**config.mk**
```make
export PLATFORM = sky130hd
export DESIGN_NAME = eject_sched
export DESIGN_NICKNAME = d
export VERILOG_FILES = /design/src/rtl/eject_sched_pkg.sv /design/src/rtl/ej_fifo.sv /design/src/rtl/eject_sched.sv
export VERILOG_INCLUDE_DIRS = /design/src /design/src/rtl
export SDC_FILE = /design/constraint.sdc
export NUM_CORES = 1
export LEC_CHECK = 0
export ABC_AREA = 1
export BUFFER_PORTS_ARGS = -buffer_cell sky130_fd_sc_hd__buf_4
export CORE_ASPECT_RATIO = 0.7
export CORE_UTILIZATION = 56
export DETAILED_ROUTE_END_ITERATION = 10
export PLACE_DENSITY_LB_ADDON = 0.12
export SLEW_MARGIN = 20
export SYNTH_ARGS = -nofsm -noshare
export SYNTH_HDL_FRONTEND = slang
export SYNTH_SLANG_ARGS = --single-unit
```
**constraint.sdc**
```tcl
create_clock -name clk -period 3.36 [get_ports clk]
set_input_delay 0.168 -clock clk [delete_from_list [all_inputs] [get_ports clk]]
set_output_delay 0.168 -clock clk [all_outputs]
set_load 0.01 [all_outputs]
```
**src/rtl/defines.v**
```verilog
// rtl/defines.v - shared flit field and address width definitions
`ifndef EJECT_DEFINES_V
`define EJECT_DEFINES_V
`define EJ_STEER_W 16
`define EJ_VALID_F 15
`define EJ_DEST_F  14:12
`define EJ_ADDR_N  3
`endif

```
**src/rtl/eject_sched_pkg.sv**
```systemverilog
// rtl/eject_sched_pkg.sv - ejection scheduler types and round-robin pick helper
`include "defines.v"

package eject_sched_pkg;

  localparam int STEER_W = `EJ_STEER_W;
  localparam int ADDR_N  = `EJ_ADDR_N;
  localparam int NCH     = 4;

  typedef struct packed {
    logic       hit;
    logic [1:0] idx;
  } grant_t;

  // First eligible channel in the order rr, rr+1, rr+2, rr+3 (mod 4).
  function automatic grant_t rr_pick(input logic [NCH-1:0] elig, input logic [1:0] rr);
    grant_t     g;
    logic [1:0] k;
    g.hit = 1'b0;
    g.idx = rr;
    for (int i = NCH - 1; i >= 0; i--) begin
      k = rr + 2'(i);
      if (elig[k]) begin
        g.hit = 1'b1;
        g.idx = k;
      end
    end
    return g;
  endfunction

endpackage

```
**src/rtl/ej_fifo.sv**
```systemverilog
// rtl/ej_fifo.sv - ejection FIFO with registered storage and occupancy count
module ej_fifo #(
  parameter int DEPTH = 4,
  parameter int W     = 16
) (
  input  logic                     clk,
  input  logic                     rst_n,
  input  logic                     push,
  input  logic [W-1:0]             din,
  input  logic                     pop,
  output logic [W-1:0]             dout,
  output logic [$clog2(DEPTH):0]   count
);

  localparam int AW = $clog2(DEPTH);

  logic [W-1:0]  mem [DEPTH];
  logic [AW-1:0] head;
  logic [AW-1:0] tail;
  logic          do_push;
  logic          do_pop;

  assign do_pop  = pop && (count != '0);
  assign do_push = push && (count < (AW+1)'(DEPTH));

  always_ff @(posedge clk or negedge rst_n) begin
    if (!rst_n) begin
      head  <= '0;
      tail  <= '0;
      count <= '0;
    end else begin
      if (do_push) tail <= tail + 1'b1;
      if (do_pop)  head <= head + 1'b1;
      case ({do_push, do_pop})
        2'b10:   count <= count + 1'b1;
        2'b01:   count <= count - 1'b1;
        default: count <= count;
      endcase
    end
  end

  always_ff @(posedge clk) begin
    if (do_push) mem[tail] <= din;
  end

  // Storage is not cleared on reset, so mask stale entries while empty.
  assign dout = (count != '0) ? mem[head] : '0;

endmodule

```
**src/rtl/eject_sched.sv**
```systemverilog
// rtl/eject_sched.sv - round-robin ejection arbiter over four ring channels
module eject_sched
  import eject_sched_pkg::*;
#(
  parameter int DEPTH = 4,
  parameter int CNT_W = 8
) (
  input  logic               clk,
  input  logic               rst_n,
  input  logic [ADDR_N-1:0]  addr,
  input  logic [STEER_W-1:0] c0,
  input  logic [STEER_W-1:0] c1,
  input  logic [STEER_W-1:0] c2,
  input  logic [STEER_W-1:0] c3,
  output logic [STEER_W-1:0] c0_o,
  output logic [STEER_W-1:0] c1_o,
  output logic [STEER_W-1:0] c2_o,
  output logic [STEER_W-1:0] c3_o,
  output logic               ej_valid,
  output logic [STEER_W-1:0] ej_data,
  input  logic               ej_ready,
  output logic [CNT_W-1:0]   stall_cnt
);

  localparam int CW = $clog2(DEPTH) + 1;

  logic [STEER_W-1:0] ch [NCH];
  logic [STEER_W-1:0] ch_o [NCH];
  logic [NCH-1:0]     elig;
  logic [1:0]         rr;
  logic [CW-1:0]      count;
  logic               full;
  logic               grant;
  grant_t             pick;

  assign ch[0] = c0;
  assign ch[1] = c1;
  assign ch[2] = c2;
  assign ch[3] = c3;

  always_comb begin
    for (int k = 0; k < NCH; k++) begin
      elig[k] = ch[k][`EJ_VALID_F] && (ch[k][`EJ_DEST_F] == addr);
    end
  end

  // Space is judged on the registered count only, keeping ej_ready off the c*_o path.
  assign full  = (count == CW'(DEPTH));
  assign pick  = rr_pick(elig, rr);
  assign grant = rst_n && pick.hit && !full;

  always_comb begin
    for (int k = 0; k < NCH; k++) begin
      ch_o[k] = (grant && (pick.idx == 2'(k))) ? '0 : ch[k];
    end
  end

  assign c0_o = ch_o[0];
  assign c1_o = ch_o[1];
  assign c2_o = ch_o[2];
  assign c3_o = ch_o[3];

  always_ff @(posedge clk or negedge rst_n) begin
    if (!rst_n) begin
      rr        <= '0;
      stall_cnt <= '0;
    end else begin
      if (grant) rr <= pick.idx + 2'd1;
      if ((|elig) && full && (stall_cnt != '1)) stall_cnt <= stall_cnt + 1'b1;
    end
  end

  ej_fifo #(.DEPTH(DEPTH), .W(STEER_W)) u_fifo (
    .clk   (clk),
    .rst_n (rst_n),
    .push  (grant),
    .din   (ch[pick.idx]),
    .pop   (ej_valid && ej_ready),
    .dout  (ej_data),
    .count (count)
  );

  assign ej_valid = (count != '0);

endmodule

```
==> out/results.ini, run 1 <==
[timing]
fin_worst_skew_ns=0.00612
finalSetupViolCount=0
final.period_utilization_pct=91.9
fin_setup_tns_ns=0
achievable-frequency_mhz=324
grt_setup_unrepaired=false
finalHoldViolations=0
final_period_minus_worst_setup_slack_ns=3.09
final_max_tran_viols=0
timing.slew.headroom_pct=38.6
setup_ws_ns=0.272
worst_pin_slew_ns=0.921

[routing]
postRouteWirelength_mm=14.4
avgRoutedWirePerCell_um=14.9
route.detailed.drc=0
drtAntennaViolNets=0
vias=4949
dr.pass1.iters=5
drt-initial-drc-count=437
vias_per_cell=5.09

[worst_setup_path]
rr_worst_depth=10
critical_path.most_common_cell=nand2_1
crit_path_max_fanout=36
ff2ff_setup_slack_ns=0.99
critical-path-slowest-cell=dfrtp_2
worstSetupPathDepth=15
endpoint_kind=primary output
crit_chain=xor2_2, inv_1, nand3_2, nand2_1, inv_2, nand2_4, nand2_4, nand2_8, nand2_8, ha_1, nand2_1, buf_4, nand2_1, inv_1, buf_4
critical_path.top_delay_family=simple AND/OR/NAND/NOR gates
crit_path_max_incr_delay_ns=0.48
critPathArrivalTime_ns=2.92
critical_path_required_ns=3.19
critical_path_class=reg2out
path_buf_inv=5
critPathLaunchType=flop

[global_route]
grt_resource_usage_total_pct=31.0
number_of_antenna_violations_at_the_first_check_in_global_routing=0
met2_usage_pct=51.4
largest_net_degree_at_the_start_of_global_routing=37
vias_in_the_first_global_route=4448
global_route_wire_length_before_repair_mm=22.0
grt_overflow_total=0
gr-max-usage-layer=met2
globalRouteMet1Util_pct=42.3
met3_usage_pct=4.82

[clock_tree]
cts_sinks=81
clk_path_buf_depth=2
cts-htree-levels=3
clk_root_buffer_cell=clkbuf_16
clock_tree_from_tritoncts=built
clk_latency_ns=0.33
numCtsBuffers=9
path_clk_slew_ns=0.06

[floorplanning]
starting_density_of_the_core_pct=59.3
die_height_um=82.3
row_count=28
core-area_um2=8690
io_pins=159
die_w_um=117
die_footprint_um2=9600

[finish]
total_inserted_antenna_cells=0
layout.filler_cells=632
postLayoutCoreUtil_pct=77.5
seqCellArea_um2=2350
drive_above_1_share_pct=24.4
multi_input_gate_area_um2=2080
final-instance-count-excl-fill=972
syn_to_final_growth_pct=30.7
layout.nets=928

[pwr]
leakage_nw=3.69
power_density_nw_per_um2=1020
irDropWorstVdd_uv=634

[place]
placed_cells_incl_taps=955
hpwl_mm=10.6
finalWeightedCongestion=0.983
port-buffer-count=158
post-place-ws_ns=0.548

[worst_hold_path]
worstHoldPathType=in2reg
timing.hold.worst_path_depth=5

[yosys]
synth.yosys.seq_area_share_pct=45.5
synthesis.yosys.warnings=0
synth.most_common_cell=nand2_1
synth.distinct_cells=28
area_share_of_the_leading_cell_type_in_the_synthesized_netlist_pct=37.3
postSynthCellCount=693
postSynth.topFlopCell=edfxtp_1
synth.top_cells.by_area=edfxtp_1, nand2_1, inv_1
synthesis.area_per_instance_um2=7.44
synth-async-reset-ratio_pct=21.0
synth_top_cells_by_count=nand2_1, inv_1, nor2_1
syn_area_um2=5150
post-synth-top-area-cell=edfxtp_1
synth-seq-cells=81
synthesis.nets=774
synth-edff-count=64

[outcome]
run_status=finished, final reports clean

[run]
cap_viol_max_count=0

## cell type report
type	count	share of cell area, %
flip-flops and latches	81	34.9
repair buffers	171	19.1
inverters	151	8.42
clock buffers	9	3.34
clock inverters	7	1.15
multi-input cells	433	30.9
well taps	120	2.23
## cells by family after synthesis
group | Yosys count | share of synthesized area, %
simple gates | 355 | 29.7
buf+inv | 179 | 14.2
flops | 81 | 45.5
compound gates | 53 | 5.15
xor+xnor | 12 | 2.18
fa+ha+maj | 11 | 2.82
mux | 2 | 0.437
## worst paths after layout
| kind | startpoint | to |
|---|---|---|
| worst max-delay path | rr[0] | c1_o[12] |
| worst min-delay path | ej_ready | u_fifo.head[0] |
| worst max register to register | u_fifo.count[1] | u_fifo.count[2] |
| worst min register to register | stall_cnt[7] | stall_cnt[7] |
| max in group asynchronous | rst_n | rr[0] |
| min in group asynchronous | rst_n | stall_cnt[2] |
## layer usage
metal,up-vias,part of all wire (%)
li1,2439,-
met1,2220,43
met2,271,47
met3,19,8.3
met4,0,1.5
met5,-,0
## tightest hold or removal path, cell delays in order
cell and delay [ns]:
buf_4 0.08, nand2_1 0.05, inv_1 0.07, nor2_1 0.04, nor2_1 0.07
## power by group
group          internal, mW  switching [mW]  total [mW]
registers              1.70          0.0988        1.79
clock network         0.582           0.410       0.991
logic                  1.34            2.72        4.06
## registers in the layout, indices dropped and copies added, names as in the netlist
signal        cells
u_fifo.tail       2
u_fifo.head       2
u_fifo.mem       64
u_fifo.count      3
rr                2
stall_cnt         8
## per-stage QoR
step,power (mW),hold slack [ns],instance area [µm²]
after detailed placement,5.77,0.0542,6420
after floorplan,4.54,-0.128,5150
final,6.84,0.193,6740
after global routing,7.31,0.234,6740
after CTS,6.76,0.189,6730
after global placement,5.65,0.0499,6420
## cell usage in the layout, fill, tap and decap left out
| master | count |
|---|---|
| inv_1 | 147 |
| xor2_1 | 8 |
| dlygate4sd3_1 | 1 |
| nand3b_1 | 1 |
| inv_2 | 4 |
| nand2_4 | 2 |
| bufinv_16 | 1 |
| inv_6 | 1 |
| nand3_2 | 3 |
| nor2_1 | 89 |
| nand2_2 | 6 |
| xnor2_1 | 3 |
| nand4_1 | 1 |
| inv_8 | 1 |
| dfrtp_1 | 16 |
| a21oi_1 | 18 |
| edfxtp_1 | 64 |
| o21ai_0 | 34 |
| clkinvlp_4 | 3 |
| nand3_1 | 78 |
| o21ai_1 | 1 |
| clkbuf_16 | 9 |
| clkinv_2 | 1 |
| mux2_2 | 2 |
| xor2_2 | 1 |
| nand2_8 | 2 |
| nor3_1 | 3 |
| nand2_1 | 169 |
| nand3_4 | 1 |
| buf_4 | 170 |
| dfrtp_2 | 1 |
| ha_1 | 10 |
| fa_1 | 1 |
## timing repair
action,in CTS,in global routing
hold buffers,1,0
hold endpoints to repair,17,0
setup endpoints to repair,0,43
setup buffers,0,0
gates resized for setup,0,3
(Power assumes the default switching activity.)
==> run 2, diff against run 1 <==
CORE_UTILIZATION = 52   (was 56)
REMOVE_ABC_BUFFERS = 1   (was not set)
clock period = 2.95 ns   (was 3.36 ns; I/O delays follow)
==> run 2 against run 1 <==
Clock power is 2.1% lower; worst hold slack better by 0.019 ns; via count hardly changed; global-route usage is 4.4 points lower; clock-buffer cell count is 2 higher; wire length is 1.5% lower; clock skew is 0.00083 ns lower; sequential power is 14% higher; largest cell class unchanged; largest power group unchanged; highest routed layer unchanged.
==> out/results.ini, run 2 (synthesis results as in run 1) <==
[clock_tree]
path_clk_slew_ns=0.06  ; about the same
numCtsBuffers=9  ; unchanged
clk_path_buf_depth=2  ; unchanged
cts_sinks=81  ; unchanged
postCtsSetupRepairBufs=0  ; unchanged
clk_latency_ns=0.33  ; about the same
cts-htree-levels=3  ; unchanged
clk_root_buffer_cell=clkbuf_16
clock_tree_from_tritoncts=built

[global_route]
grt_resource_usage_total_pct=26.6  ; -4.4 points
number_of_antenna_violations_at_the_first_check_in_global_routing=0  ; unchanged
vias_in_the_first_global_route=4419  ; -0.65%
global_route_wire_length_before_repair_mm=21.3  ; -3.2%
gr-max-usage-layer=met2
met2_usage_pct=45.7  ; -5.6 points
globalRouteMet1Util_pct=34.3  ; -8.0 points
largest_net_degree_at_the_start_of_global_routing=37  ; unchanged
grt_overflow_total=0  ; unchanged
met3_usage_pct=5.65  ; +0.83 points

[timing]
worst_hold_slack_ns=0.213  ; +0.0193 ns
worst_pin_slew_ns=0.846  ; -0.0748 ns
grt_setup_unrepaired=false
fin_worst_skew_ns=0.00529  ; -0.000834 ns
fin_setup_tns_ns=0  ; unchanged
finalSetupViolCount=0  ; unchanged
final.period_utilization_pct=94.3
finalHoldViolations=0  ; unchanged
achievable-frequency_mhz=360
setup_ws_ns=0.169  ; -0.102 ns
final_max_tran_viols=0  ; unchanged
timing.slew.headroom_pct=43.6  ; +5.0 points
final_period_minus_worst_setup_slack_ns=2.78

[worst_setup_path]
critical_path_class=reg2out
ff2ff_setup_slack_ns=0.67  ; -0.32 ns
rr_worst_depth=10  ; unchanged
critical_path.top_delay_family=simple AND/OR/NAND/NOR gates
crit_chain=buf_4, nand2_1, nand3_1, nand2_1, inv_2, nand2_4, nand2_8, nand2_8, inv_1, ha_2, nand2_4, nand2_1, inv_1, buf_4
path_buf_inv=5  ; unchanged
endpoint_kind=primary output
critical-path-slowest-cell=dfrtp_2
crit_path_max_incr_delay_ns=0.42  ; -0.06 ns
critPathLaunchType=flop
rr_startpoint=rr[0]
crit_path_max_fanout=18  ; -50%
rr_endpoint=u_fifo.mem[3][11]
critical_path.most_common_cell=nand2_1
crit_path_start=rr[0]
critPathArrivalTime_ns=2.63  ; -0.29 ns
critical_path_required_ns=2.80  ; -0.39 ns

[worst_hold_path]
holdCritStartpoint=ej_ready
timing.hold.worst_path_depth=4  ; -1
worstHoldPathType=in2reg
worstHoldEndpoint=u_fifo.head[0]

[routing]
route.detailed.drc=0  ; unchanged
vias_per_cell=5.07  ; -0.49%
avgRoutedWirePerCell_um=14.6  ; -2.0%
dr.pass1.iters=5  ; unchanged
drtAntennaViolNets=0  ; unchanged
vias=4950  ; +0.020%
postRouteWirelength_mm=14.2  ; -1.5%
drt-initial-drc-count=524  ; +20%

[floorplanning]
die_height_um=85.3  ; +3.7%
core-area_um2=9330  ; +7.3%
row_count=29  ; +3.6%
starting_density_of_the_core_pct=55.3  ; -4.1 points
die_footprint_um2=10300  ; +7.5%
die_w_um=121  ; +3.7%
io_pins=159  ; unchanged

[finish]
final_common_cell=nand2_1
layout_common_cells=nand2_1, buf_4, inv_1, nor2_1, nand3_1
seqCellArea_um2=2350  ; unchanged
syn_to_final_growth_pct=30.9
layout.nets=929  ; +0.11%
regMostFlops=u_fifo.mem
multi_input_gate_area_um2=2140  ; +2.8%
top_regs=u_fifo.mem: 64 flops, stall_cnt: 8 flops, u_fifo.count: 3 flops
drive_above_1_share_pct=24.7  ; +0.32 points
total_inserted_antenna_cells=0  ; unchanged
largest_register_ff_count=64  ; unchanged
layout.filler_cells=745  ; +18%

[place]
port-buffer-count=158  ; unchanged
hpwl_mm=9.98  ; -6.1%
post-place-ws_ns=0.00790  ; -0.540 ns
finalWeightedCongestion=0.931  ; -5.2%

[pwr]
leakage_nw=3.72  ; +0.80%
irDropWorstVdd_uv=613  ; -3.3%
power_density_nw_per_um2=1140  ; +12%

[run]
cap_viol_max_count=0  ; unchanged

[outcome]
run_status=finished, final reports clean

run 2: changes by cell type in the layout (fill, tap and decap cells not counted), moves of 2 or more:
cell,before,now
buf_4,170,167
clkbuf_1,0,2
nand2_2,6,4
nand2_4,2,8
run 2: timing repair:
action / CTS / global route
hold buffers: 1 / 0
gates cloned: 0 / 3
endpoints found under the hold margin: 17 / 0
setup endpoints to repair: 48 / 64
resized for setup: 4 / 7
pin swaps: 0 / 2
run 2: cell type report:
| type | count | area share [%] |
|---|---|---|
| Multi-Input combinational cell | 436 | 31.7 |
| Tap cell | 124 | 2.30 |
| Inverter | 151 | 8.40 |
| Sequential cell | 81 | 34.8 |
| Timing Repair Buffer | 169 | 18.9 |
| Clock inverter | 5 | 0.482 |
| Clock buffer | 11 | 3.45 |
run 2: how the worst max path moves through the flow:
stage | to | cells past startpoint
2_1_floorplan | u_fifo.count[2] | 9
3_3_place_gp | c2_o[7] | 20
3_5_place_dp | c2_o[7] | 21
4_1_cts | c1_o[3] | 15
5_1_grt | c0_o[14] | 16
6_report | c2_o[7] | 14
run 2: worst reg2reg max path, delay by kind of cell, from the launching register on:
kind                   cells  cell delay [ns]
AND/OR/NAND/NOR            7             0.93
buffers and inverters      3             0.63
flip-flops                 1             0.44
run 2: stage by stage:
step                      util, %  cell area (µm²)  power (mW)  instances
after detailed placement     68.8             6410        6.42        957
after global placement       68.8             6410        6.27        957
after floorplan                 -             4990        4.82        665
final                        72.4             6750        7.67        977
after CTS                    71.8             6700        7.44        974
after global routing         72.4             6750        8.18        977
run 2: where the power goes:
group	internal (mW)	total, mW	switching [mW]
combinational	1.55	4.65	3.11
sequential	1.93	2.04	0.111
clock	0.566	0.970	0.404
run 2: routing by layer:
| layer | share of wire, % | up-vias |
|---|---|---|
| met3 | 8.5 | 20 |
| met4 | 1.2 | 0 |
| li1 | - | 2443 |
| met5 | 0 | - |
| met1 | 42 | 2273 |
| met2 | 48 | 214 |
==> run 3, diff against run 2 <==
GPL_TIMING_DRIVEN = 0   (was not set)
TNS_END_PERCENT = 1   (was not set)
==> run 3 against run 2 <==
Worst hold slack worse by 0.025 ns; clock-buffer cell count is 1 lower; core utilization is 1.9 points higher.
==> out/results.ini, run 3 (synthesis results as in run 1) <==
[worst_setup_path]
crit_path_max_fanout=17  ; -1
endpoint_kind=primary output
rr_worst_depth=15  ; +5
rr_startpoint=rr[0]
critPathArrivalTime_ns=2.79  ; +0.16 ns
ff2ff_setup_slack_ns=0.49  ; -0.18 ns
critical_path_class=reg2out
critPathLaunchType=flop
critical_path_required_ns=2.80  ; about the same
rr_endpoint=u_fifo.mem[2][13]

[place]
hpwl_mm=10.4  ; +4.3%
port-buffer-count=158  ; unchanged
finalWeightedCongestion=0.858  ; -7.9%
dpl-instance-area_um2=6400  ; -0.20%

[worst_hold_path]
worstHoldPathType=in2reg
worstHoldEndpoint=u_fifo.head[0]
timing.hold.worst_path_depth=5  ; +1
holdCritStartpoint=ej_ready

[finish]
total_inserted_antenna_cells=0  ; unchanged
layout.nets=940  ; +1.2%
layout.filler_cells=714  ; -4.2%
final_common_cell=buf_4
syn_to_final_growth_pct=34.5
top_regs=u_fifo.mem: 64 flops, stall_cnt: 8 flops, u_fifo.count: 3 flops
multi_input_gate_area_um2=2220  ; +3.7%
layout_common_cells=buf_4, nand2_1, inv_1, nor2_1, nand3_1
seqCellArea_um2=2350  ; about the same
drive_above_1_share_pct=27.0  ; +2.2 points
largest_register_ff_count=64  ; unchanged
regMostFlops=u_fifo.mem
final_design_area_no_fill_um2=6930  ; +2.7%

[clock_tree]
path_clk_slew_ns=0.06  ; about the same
clock_tree_from_tritoncts=built
clk_root_buffer_cell=clkbuf_16
cts-htree-levels=3  ; unchanged
clk_latency_ns=0.34  ; about the same
cts_sinks=81  ; unchanged
clk_path_buf_depth=2  ; unchanged
numCtsBuffers=9  ; unchanged

[timing]
timing.slew.headroom_pct=38.8  ; -4.8 points
achievable-frequency_mhz=341  ; -5.2%
worst_pin_slew_ns=0.917  ; +0.0714 ns
finalHoldViolations=0  ; unchanged
finalSetupViolCount=0  ; unchanged
final_max_tran_viols=0  ; unchanged
final.period_utilization_pct=99.4  ; +5.2 points
grt_setup_unrepaired=true
final_period_minus_worst_setup_slack_ns=2.93  ; +0.152 ns
fin_worst_skew_ns=0.00609  ; +0.000804 ns

[pwr]
clockPowerShare_pct=12.9  ; +0.3 points
combinationalPowerShare_pct=61.4  ; +0.7 points
fin_total_pwr_mw=8.39  ; +9.5%
switching_share_pct=47.7  ; +0.50 points
pwr-share-seq_pct=25.8  ; -0.8 points
power.switching_mw=4.01  ; +11%
irDropWorstVdd_uv=719  ; +17%
cell_internal_pwr_mw=4.39  ; +8.4%
power_density_nw_per_um2=1210  ; +6.6%
leakage_nw=3.80  ; +2.2%

[floorplanning]
die_footprint_um2=10300  ; unchanged
die_w_um=121  ; unchanged
row_count=29  ; unchanged
core-area_um2=9330  ; unchanged
io_pins=159  ; unchanged
starting_density_of_the_core_pct=55.3  ; unchanged
die_height_um=85.3  ; unchanged

[routing]
postRouteWirelength_mm=15.7  ; +10%
vias_per_cell=5.25  ; +3.6%
dr.pass1.iters=5  ; unchanged
drt-initial-drc-count=461  ; -12%
route.detailed.drc=0  ; unchanged
drtAntennaViolNets=0  ; unchanged
avgRoutedWirePerCell_um=15.8  ; +8.8%
vias=5185  ; +4.7%

[global_route]
largest_net_degree_at_the_start_of_global_routing=35  ; -5.4%
global_route_wire_length_before_repair_mm=23.1  ; +8.7%
vias_in_the_first_global_route=4720  ; +6.8%
grt_resource_usage_total_pct=29.3  ; +2.7 points
grt_overflow_total=0  ; unchanged
number_of_antenna_violations_at_the_first_check_in_global_routing=0  ; unchanged

[run]
cap_viol_max_count=0  ; unchanged

[outcome]
run_status=finished, final reports clean

==> run 3: cell types whose count changed in the layout (fill, tap and decap cells not counted), sizes merged <==
cell	change
nand2	+2
inv	-1
clkbuf	-1
bufinv	+1
nand3	+1
clkinv	+1
buf	+8
==> run 3: worst max path at each step <==
stage / endpoint / cells after the start / from
floorplan: u_fifo.count[2] / 9 / u_fifo.count[1]
global placement: u_fifo.count[2] / 9 / u_fifo.count[1]
detailed placement: c2_o[7] / 14 / rr[0]
CTS: c2_o[7] / 14 / rr[0]
global route: c2_o[3] / 16 / rr[0]
finish: c2_o[3] / 16 / rr[0]
==> run 3: power by group through the flow <==
stage / logic [mW] / clock network [mW] / registers (mW)
6_report: 5.15 / 1.08 / 2.16
5_1_grt: 5.56 / 1.13 / 2.19
4_1_cts: 4.59 / 1.08 / 2.16
3_3_place_gp: 4.11 / 0 / 2.18
3_5_place_dp: 4.34 / 0 / 2.19
2_1_floorplan: 2.70 / 0 / 2.12
==> run 3: what timing repair did <==
action                                  in CTS  in global routing
pin swaps                                    1                  2
setup buffers                                2                 11
endpoints found under the setup margin      80                 64
hold buffers                                 1                  0
gates resized for setup                     12                 11
endpoints found under the hold margin       17                  0
gates cloned                                 2                  4
==> run 3: stage by stage <==
| stage | hold slack (ns) | setup WS (ns) | TNS (ns) | util [%] | cells |
|---|---|---|---|---|---|
| after detailed placement | 0.0284 | -0.513 | -20.73 | 68.6 | 952 |
| after CTS | 0.181 | -0.0756 | -0.441 | 72.6 | 973 |
| after global placement | 0.0286 | -0.804 | -16.25 | 67.9 | 947 |
| final | 0.187 | 0.0167 | 0 | 74.3 | 988 |
| after floorplan | -0.148 | 0.104 | 0 | - | 665 |
| after global routing | 0.228 | -0.0780 | -2.16 | 74.3 | 988 |
==> run 3: per-layer routing <==
metal,global-route usage (%),share of wire [%],up-vias
li1,-,-,2475
met1,38.2,40,2434
met2,49.9,49,250
met3,6.59,9.9,26
met4,7.07,1.2,0
met5,0,0,-
==> run 3: layout make-up <==
class / instances / share of cell area, %
Tap cell: 124 / 2.24
Inverter: 151 / 8.27
Timing Repair Buffer: 177 / 19.4
Clock inverter: 6 / 0.848
Multi-Input combinational cell: 439 / 32.0
Sequential cell: 81 / 33.9
Clock buffer: 10 / 3.30
==> run 3: critical path: stages, from the launching register on <==
cell and delay (ns):
dfrtp_2 0.45, buf_4 0.22, nand2_1 0.11, nand3_1 0.14, nand2_1 0.07, inv_1 0.06, nand2_2 0.06, nand2_4 0.11
nand2_4 0.10, nand2_8 0.18, nand2_8 0.09, inv_1 0.09, ha_2 0.24, nand2_2 0.18, nand2_1 0.15, inv_1 0.05
buf_4 0.13
